<file path="src/rtl/game_ctrl.sv">
// TypeRacer game-flow controller: SELECT -> COUNTDOWN -> INGAME -> FINISH.
// Optional GAME_CTRL_AUTORETURN_EN: FINISH returns to SELECT after RETURN_S seconds.
module game_ctrl #(
    parameter int CLK_HZ      = 100_000_000,
    parameter int COUNTDOWN_S = 3,
    parameter int RETURN_S    = 10
) (
    input  logic         clk,
    input  logic         rst,
    input  logic [127:0] key_down,
    input  logic [8:0]   last_change,
    input  logic         key_valid,
    input  logic         finish,
    output logic [1:0]   state,
    output logic         mode,
    output logic [6:0]   value,
    output logic [1:0]   countdown,
    output logic [1:0]   preset
);

    localparam logic [1:0] S_SELECT    = 2'd0;
    localparam logic [1:0] S_COUNTDOWN = 2'd1;
    localparam logic [1:0] S_INGAME    = 2'd2;
    localparam logic [1:0] S_FINISH    = 2'd3;

    localparam logic [8:0] K_ENTER = 9'h05A;
    localparam logic [8:0] K_ESC   = 9'h076;
    localparam logic [8:0] K_M     = 9'h03A;
    localparam logic [8:0] K_W     = 9'h01D;
    localparam logic [8:0] K_S     = 9'h01B;

    localparam int               DIV_W   = (CLK_HZ > 1) ? $clog2(CLK_HZ) : 1;
    localparam logic [DIV_W-1:0] DIV_MAX = DIV_W'(CLK_HZ - 1);
    localparam logic [1:0]       CD_LOAD = 2'(COUNTDOWN_S);

    if (CLK_HZ < 1 || COUNTDOWN_S < 1 || COUNTDOWN_S > 3 || RETURN_S < 1) begin : g_bad_param
        $error("game_ctrl: parameter out of range");
    end

    function automatic logic [6:0] preset_value(input logic m, input logic [1:0] p);
        logic [6:0] v;
        case ({m, p})
            3'b000:  v = 7'd15;
            3'b001:  v = 7'd30;
            3'b010:  v = 7'd60;
            3'b011:  v = 7'd90;
            3'b100:  v = 7'd10;
            3'b101:  v = 7'd25;
            3'b110:  v = 7'd50;
            default: v = 7'd100;
        endcase
        return v;
    endfunction

    logic [1:0]       state_q, state_d;
    logic             mode_q, mode_d;
    logic [1:0]       preset_q, preset_d;
    logic [6:0]       value_q, value_d;
    logic [1:0]       cd_q, cd_d;
    logic [DIV_W-1:0] div_q, div_d;
    logic             held_q, held_d;

    // Scancodes above the bitmap range (extended codes) never count as held keys.
    logic key_bit, press;
    assign key_bit = (last_change < 9'd128) ? key_down[last_change[6:0]] : 1'b0;
    assign press   = key_valid && key_bit && !held_q;
    assign held_d  = key_bit;

    logic cmd_enter, cmd_esc, cmd_m, cmd_w, cmd_s;
    assign cmd_enter = press && (last_change == K_ENTER);
    assign cmd_esc   = press && (last_change == K_ESC);
    assign cmd_m     = press && (last_change == K_M);
    assign cmd_w     = press && (last_change == K_W);
    assign cmd_s     = press && (last_change == K_S);

    logic div_run, tick;
`ifdef GAME_CTRL_AUTORETURN_EN
    localparam int               SEC_W    = (RETURN_S > 1) ? $clog2(RETURN_S) : 1;
    localparam logic [SEC_W-1:0] SEC_LAST = SEC_W'(RETURN_S - 1);
    logic [SEC_W-1:0] sec_q, sec_d;
    assign div_run = (state_q == S_COUNTDOWN) || (state_q == S_FINISH);
`else
    assign div_run = (state_q == S_COUNTDOWN);
`endif
    assign tick = div_run && (div_q == DIV_MAX);

    always_comb begin
        state_d  = state_q;
        mode_d   = mode_q;
        preset_d = preset_q;
        cd_d     = cd_q;
        value_d  = preset_value(mode_q, preset_q);
`ifdef GAME_CTRL_AUTORETURN_EN
        sec_d    = '0;
`endif
        case (state_q)
            S_SELECT: begin
                if (cmd_w) begin
                    preset_d = preset_q + 2'd1;
                end else if (cmd_s) begin
                    preset_d = preset_q - 2'd1;
                end else if (cmd_m) begin
                    mode_d   = ~mode_q;
                    preset_d = 2'd1;
                end else if (cmd_enter) begin
                    state_d = S_COUNTDOWN;
                    cd_d    = CD_LOAD;
                end
            end
            S_COUNTDOWN: begin
                if (cmd_esc) begin
                    state_d = S_SELECT;
                    cd_d    = 2'd0;
                end else if (tick) begin
                    if (cd_q == 2'd1) begin
                        state_d = S_INGAME;
                        cd_d    = 2'd0;
                    end else begin
                        cd_d = cd_q - 2'd1;
                    end
                end
            end
            S_INGAME: begin
                if (cmd_esc) begin
                    state_d = S_SELECT;
                end else if (finish) begin
                    state_d = S_FINISH;
                end
            end
            default: begin
                if (cmd_enter || cmd_esc) begin
                    state_d = S_SELECT;
                end
`ifdef GAME_CTRL_AUTORETURN_EN
                else if (tick) begin
                    if (sec_q == SEC_LAST) begin
                        state_d = S_SELECT;
                    end else begin
                        sec_d = sec_q + 1'b1;
                    end
                end else begin
                    sec_d = sec_q;
                end
`endif
            end
        endcase

        // Divider restarts from zero on any state change so every phase gets whole seconds.
        if (div_run && (state_d == state_q) && !tick) begin
            div_d = div_q + 1'b1;
        end else begin
            div_d = '0;
        end
    end

    always_ff @(posedge clk) begin
        if (rst) begin
            state_q  <= S_SELECT;
            mode_q   <= 1'b0;
            preset_q <= 2'd1;
            value_q  <= 7'd30;
            cd_q     <= 2'd0;
            div_q    <= '0;
            held_q   <= 1'b0;
`ifdef GAME_CTRL_AUTORETURN_EN
            sec_q    <= '0;
`endif
        end else begin
            state_q  <= state_d;
            mode_q   <= mode_d;
            preset_q <= preset_d;
            value_q  <= value_d;
            cd_q     <= cd_d;
            div_q    <= div_d;
            held_q   <= held_d;
`ifdef GAME_CTRL_AUTORETURN_EN
            sec_q    <= sec_d;
`endif
        end
    end

    assign state     = state_q;
    assign mode      = mode_q;
    assign preset    = preset_q;
    assign value     = value_q;
    assign countdown = cd_q;

endmodule

</file>
<file path="config.mk">
export PLATFORM = sky130hd
export DESIGN_NAME = game_ctrl
export DESIGN_NICKNAME = d
export VERILOG_FILES = /design/src/rtl/game_ctrl.sv
export SDC_FILE = /design/constraint.sdc
export NUM_CORES = 1
export LEC_CHECK = 0
export CAP_MARGIN = 15
export CORE_ASPECT_RATIO = 1.25
export CORE_MARGIN = 2
export CORE_UTILIZATION = 35
export CTS_CLUSTER_DIAMETER = 150
export DETAILED_ROUTE_END_ITERATION = 7
export GPL_ROUTABILITY_DRIVEN = 0
export PLACE_DENSITY = 0.73
export SLEW_MARGIN = 20
export SYNTH_ARGS = -nofsm -noshare
export SYNTH_HDL_FRONTEND = slang
export SYNTH_SLANG_ARGS = --single-unit
</file>
<file path="constraint.sdc">
create_clock -name clk -period 2.5 [get_ports clk]
set_input_delay 0.375 -clock clk [delete_from_list [all_inputs] [get_ports clk]]
set_output_delay 0.375 -clock clk [all_outputs]
set_load 0.05 [all_outputs]
</file>
# After elaboration in Yosys (flattened, before gate mapping)
# Index checks and enable logic that the tools add are counted.
# totals
regBits	42
latch_bits	0
ram_bits	0
rom_bits	0
inputBits	141
output_inout_bits	14
word_cells	85
memories	0
# op_classes
n_addsub	4
n_mul	0
div_mod_pow	0
magnitude_cmp	2
eq_ne	21
n_shift	0
mux	26
bitwise	4
n_reduce_logical	21
# op_table
operator	count
7-bit one-hot mux with 7 select lines	1
2-bit 2-to-1 mux	20
27-bit by 1-bit adder with 27-bit output, second input constant	1
27-bit equality test, second input constant	1
9-bit by 5-bit equality test with 1-bit output, second input constant	2
9-bit by 7-bit equality test with 1-bit output, second input constant	2
1-bit logical AND	10
3-bit equality test, second input constant	3
9-bit by 6-bit equality test with 1-bit output, second input constant	1
9-bit by 8-bit < comparator with 1-bit output, second input constant	1
7-bit by 8-bit < comparator with 1-bit output, second input constant	1
2-bit inequality test, second input constant	4
1-bit binary-select mux with 7-bit select	1
3-bit by 2-bit equality test with 1-bit output, second input constant	2
2-bit one-hot mux with 3 select lines	1
6-bit AND reduction	1
2-bit by 1-bit equality test with 1-bit output, second input constant	2
1-bit inverter	4
2-bit one-hot mux with 2 select lines	1
4-bit AND reduction	1
2-bit by 1-bit subtractor with 2-bit output, second input constant	2
3-bit by 1-bit equality test with 1-bit output, second input constant	1
3-bit zero test	1
3-bit by 2-bit inequality test with 1-bit output, second input constant	1
other kinds (11)	13

# Logic depth before layout (Yosys ltp)
# depth
ltp_word	16
mapped_depth	11
mapped_depth_nobuf	7

# Worst setup path before layout
# No wires, ideal clock.
# synth_path
kind	register to register
from	register div_q[0]
to	register div_q[22]
setup_time_ns	0.118
arrival_ns	2.286
required_ns	2.382
slack_ns	0.096
stages_incl_launch_ff	9
period_less_slack_ns	2.404
path_cell_list	dfxtp_1 > ha_1 > and3_1 > buf_2 > or3b_2 > nor4b_1 > nand3_1 > xor2_1 > nor2_4
# synth_via
elab_chain_cells	10
# synth_rtl
item	line_no	text
start: declaration	60	logic [DIV_W-1:0] div_q, div_d;
start signal: assignment	174	div_q <= div_d;
27-bit equality test	85	assign tick = div_run && (div_q == DIV_MAX);
1-bit logical AND	85	
2-bit 2-to-1 mux	114	end else if (tick) begin
2-bit 2-to-1 mux	111	if (cmd_esc) begin
2-bit one-hot mux with 3 select lines	96	case (state_q)
2-bit equality test	149	if (div_run && (state_d == state_q) && !tick) begin
1-bit logical AND (2 in a row)	149	
1-bit inverter (no line)	n/a	
2-bit OR reduction (no line)	n/a	
# Parallel ways exist; a longest one is shown, timed or not.
# A chain may end at the register's enable or synchronous reset.

# Worst setup path in the final report
# layout_path
from	input key_down[119]
to	register div_q[20]
# layout_via
elab_chain_cells	16
# layout_rtl
item	line_no	text
start: declaration	10	input logic [127:0] key_down,
1-bit binary-select mux with 7-bit select (*)	65	assign key_bit = (last_change < 9'd128) ? key_down[last_change[6:0]] : 1'b0;
1-bit 2-to-1 mux (implied by the code) (*)	65	
1-bit 2-to-1 mux (*)	65	
1-bit logical AND (*) (2 in a row)	66	assign press = key_valid && key_bit && !held_q;
1-bit logical AND	70	assign cmd_enter = press && (last_change == K_ENTER);
2-bit 2-to-1 mux	105	end else if (cmd_enter) begin
2-bit 2-to-1 mux	102	end else if (cmd_m) begin
2-bit 2-to-1 mux	100	end else if (cmd_s) begin
2-bit 2-to-1 mux	98	if (cmd_w) begin
2-bit one-hot mux with 3 select lines (*)	96	
2-bit equality test (*)	149	
1-bit logical AND (*) (2 in a row)	149	
1-bit inverter (no line) (*)	n/a	
2-bit OR reduction (no line) (*)	n/a	
# Mark *: on every way between the ends. The rest lies on a longest branch, timed or not. The select of a mux whose other input is x is not followed.

==> summary.json <==
{
  "global_routing": {
    "globalRoute.totalOverflow": 0,
    "grt_pass1_vias": 3714,
    "first_pass_grt_wire_length_um": 17200,
    "antenna_violations_before_repair": 0,
    "pin_count_of_the_biggest_net_entering_global_routing": 21,
    "groute.usage.overall": 0.208
  },
  "placement": {
    "place.detailed.instances": 647,
    "port_buffers": 154,
    "dpl_cell_area_um2": 5230,
    "detailed_place_hpwl_um": 9020
  },
  "timing": {
    "achievable-frequency_mhz": 423,
    "finalHoldViolCount": 0,
    "unrepaired_setup_endpoints_after_global_routing": "false",
    "final_max_slew_viol_count": 0,
    "post_route_setup_tns_ps": 0,
    "finClkSkew_ps": 2.47,
    "slew_headroom": 0.647,
    "final.min_clock_period_ps": 2370,
    "post_route_fraction_of_the_period_consumed_by_the_critical_path": 0.947,
    "worst-slew-pin-transition_ps": 528,
    "whs_ps": 524,
    "finalSetupViolations": 0
  },
  "layout": {
    "fin_area_um2": 5430,
    "multiInputGateArea_um2": 2310,
    "areaGrowthSynthToFinish_pct": 65.2,
    "seq_area_um2": 841,
    "layout-drive-gt1-share": 0.214,
    "total_nets_final": 680,
    "fillers": 790,
    "number_of_inserted_diodes": 0,
    "final_cell_count_no_fill": 656
  },
  "critical_path": {
    "max_stage_delay_ps": 490,
    "timing.setup.critical_path_class": "input port to flip-flop",
    "setup.worst_path.end_class": "flip-flop",
    "cp_slowest_cell": "mux4_2",
    "critical_path_arrival_ps": 2590,
    "setup.worst_path.start": "key_down[119]",
    "maximum_fanout_count_along_the_critical_path": 17,
    "timing.critical_path.cells": "clkdlybuf4s50_1 -> mux4_2 -> a22oi_2 -> a32oi_2 -> a31o_1 -> a2111o_1 -> buf_12 -> nor2_1",
    "worst_ep_required_time_ps": 2720,
    "timing.rr.start": "div_q[10]",
    "crit_path_start_kind": "input port"
  },
  "floorplanning": {
    "core.rowCount": 39,
    "die-area_um2": 10200,
    "die_y_um": 112,
    "core-area_um2": 9130,
    "start_util": 0.360,
    "die_w_um": 90.7,
    "io_pins": 155
  },
  "drt": {
    "drc": 0,
    "drt_pass1_iterations": 4,
    "drtAntennaViolNets": 0,
    "dr_total_vias": 3413,
    "detail_route.wirelength_um": 10400,
    "avgRoutedWirePerCell_um": 15.9,
    "drt-vias-per-instance": 5.20,
    "drt_initial_violations": 108
  },
  "logic_synthesis": {
    "synthFlopType": "dfxtp_1",
    "synth_async_sr_flop_share": 0,
    "avgSynthCellArea_um2": 9.59,
    "yosys.area.top_type_share": 0.256,
    "synth_area_um2": 3290,
    "synth-seq-cells": 42,
    "postSynthNetCount": 491,
    "synth_area_leaders": "dfxtp_1 26%, mux4_2 19%, nor2_1 4.6%",
    "synth_cells": 343,
    "yosys_warnings": 0,
    "yosysSeqAreaShare": 0.256,
    "number_of_flops_mapped_to_enable_cells_by_yosys": 0,
    "netlist.top_cell.by_area": "dfxtp_1",
    "synth.lib_cells_used.distinct": 54
  },
  "outcome": {
    "outcome": "completed"
  },
  "power_and_ir_drop": {
    "report.power.total_w": 0.00190,
    "ir_worst_vdd_uv": 237,
    "power_leakage_nw": 1.94,
    "power_density_nw_per_um2": 350
  },
  "cts": {
    "deepest_clock_path_buffer_count": 2,
    "cts_inserted_buffers": 5,
    "clock_sinks": 42,
    "clock-root-buffer": "clkbuf_16",
    "clk_pin_slew_ps": 60,
    "worstSkewPairLatency_ps": 280,
    "cts_tree": "done",
    "h-tree-depth": 2
  },
  "worst_hold_path": {
    "hp-class": "flip-flop to flip-flop",
    "hp-start": "div_q[26]"
  },
  "flow_run": {
    "cap_violations": 0
  }
}
## worst max-delay path, delay by kind of cell
kind                   cells  cell delay (ps)
and+or+nand+nor            1              100
buffers and inverters      2              580
muxes                      1              490
AOI/OAI and AO/OA          4             1040
## what timing repair did
action                     in CTS  in global routing
setup endpoints to repair       0                 28
setup buffers                   0                  1
hold buffers                    0                  0
resized for setup               0                  6
## cell families (layout without fill, tap and decap cells)
kind of cell / count (synthesis) / after routing / synth area share
buffers and inverters: 29 / 219 / 0.0494
and+or+nand+nor: 158 / 158 / 0.269
xor gates and xnor gates: 26 / 26 / 0.0692
AOI/OAI and AO/OA: 41 / 41 / 0.0962
DFF: 42 / 42 / 0.256
adders and majority gates: 7 / 7 / 0.0266
muxes: 40 / 40 / 0.234
## cell usage in the layout, fill, tap and decap left out, types with 4 or more instances in the layout
cell type | synthesis | final
inv_1 | 11 | 11
nor4b_1 | 4 | 4
nand4_1 | 8 | 8
a21oi_1 | 5 | 5
and2_1 | 4 | 4
nor2b_1 | 10 | 10
buf_4 | 2 | 43
xnor2_1 | 11 | 11
nand3_1 | 20 | 20
clkbuf_16 | 0 | 5
a22oi_1 | 9 | 8
dfxtp_1 | 42 | 42
nor4_1 | 6 | 5
nor2_4 | 8 | 8
and3_1 | 4 | 4
xor2_1 | 15 | 15
nand2b_1 | 7 | 7
ha_1 | 7 | 7
mux2_2 | 10 | 10
nor3_1 | 7 | 7
a221oi_1 | 4 | 4
nand2_1 | 22 | 22
nor2_1 | 40 | 40
mux4_2 | 28 | 28
clkdlybuf4s50_1 | 0 | 151
## Yosys cell counts, types with 3 or more instances
library cell	number
dfxtp_1	42
nor2_1	40
mux4_2	28
nand2_1	22
nand3_1	20
xor2_1	15
inv_1	11
xnor2_1	11
mux2_2	10
nor2b_1	10
a22oi_1	9
nand4_1	8
nor2_4	8
ha_1	7
nand2b_1	7
nor3_1	7
buf_2	6
clkbuf_1	6
nor4_1	6
a21oi_1	5
a221oi_1	4
and2_1	4
and3_1	4
nor4b_1	4
a211oi_1	3
a31oi_1	3
and4_1	3
buf_6	3
o21ai_0	3
## power by group
| group | switching (W) | total [W] | internal, W |
|---|---|---|---|
| registers | 0.00000228 | 0.000674 | 0.000672 |
| clock network | 0.000256 | 0.000727 | 0.000471 |
| logic | 0.000157 | 0.000503 | 0.000346 |
## per-stage QoR
step / utilization / setup slack (ps)
detailed placement: 0.573 / -209
floorplan: - / 96.2
CTS: 0.591 / 60.6
finish: 0.596 / 133
global route: 0.596 / 20.8
global placement: 0.573 / -180
## path summary, 6_finish.rpt
check / end / slack, ps / depth (start not counted)
worst max register to register: div_q[20] / 190 / 7
worst min-delay path: div_q[26] / 520 / 2
worst max-delay path: div_q[20] / 130 / 8
worst min register to register: div_q[26] / 520 / 2
## flip-flops by register name (all words and copies together) (netlist names)
signal	count
value	7
state	2
held_q	1
countdown	2
div_q	27
preset	2
mode	1
## final cells by class
class | instances | share of cell area
inverters | 11 | 0.00760
clock inverters | 2 | 0.00691
repair buffers | 200 | 0.353
well taps | 123 | 0.0283
flip-flops and latches | 42 | 0.155
clock buffers | 6 | 0.0237
multi-input cells | 272 | 0.426
## routing by layer
metal	share of wire	global-route usage	up-vias
met3	0.060	0.0456	20
met4	0.025	0.0728	0
li1	-	-	1658
met5	0	0	-
met2	0.57	0.419	129
met1	0.34	0.205	1606
(Power assumes the default switching activity.)
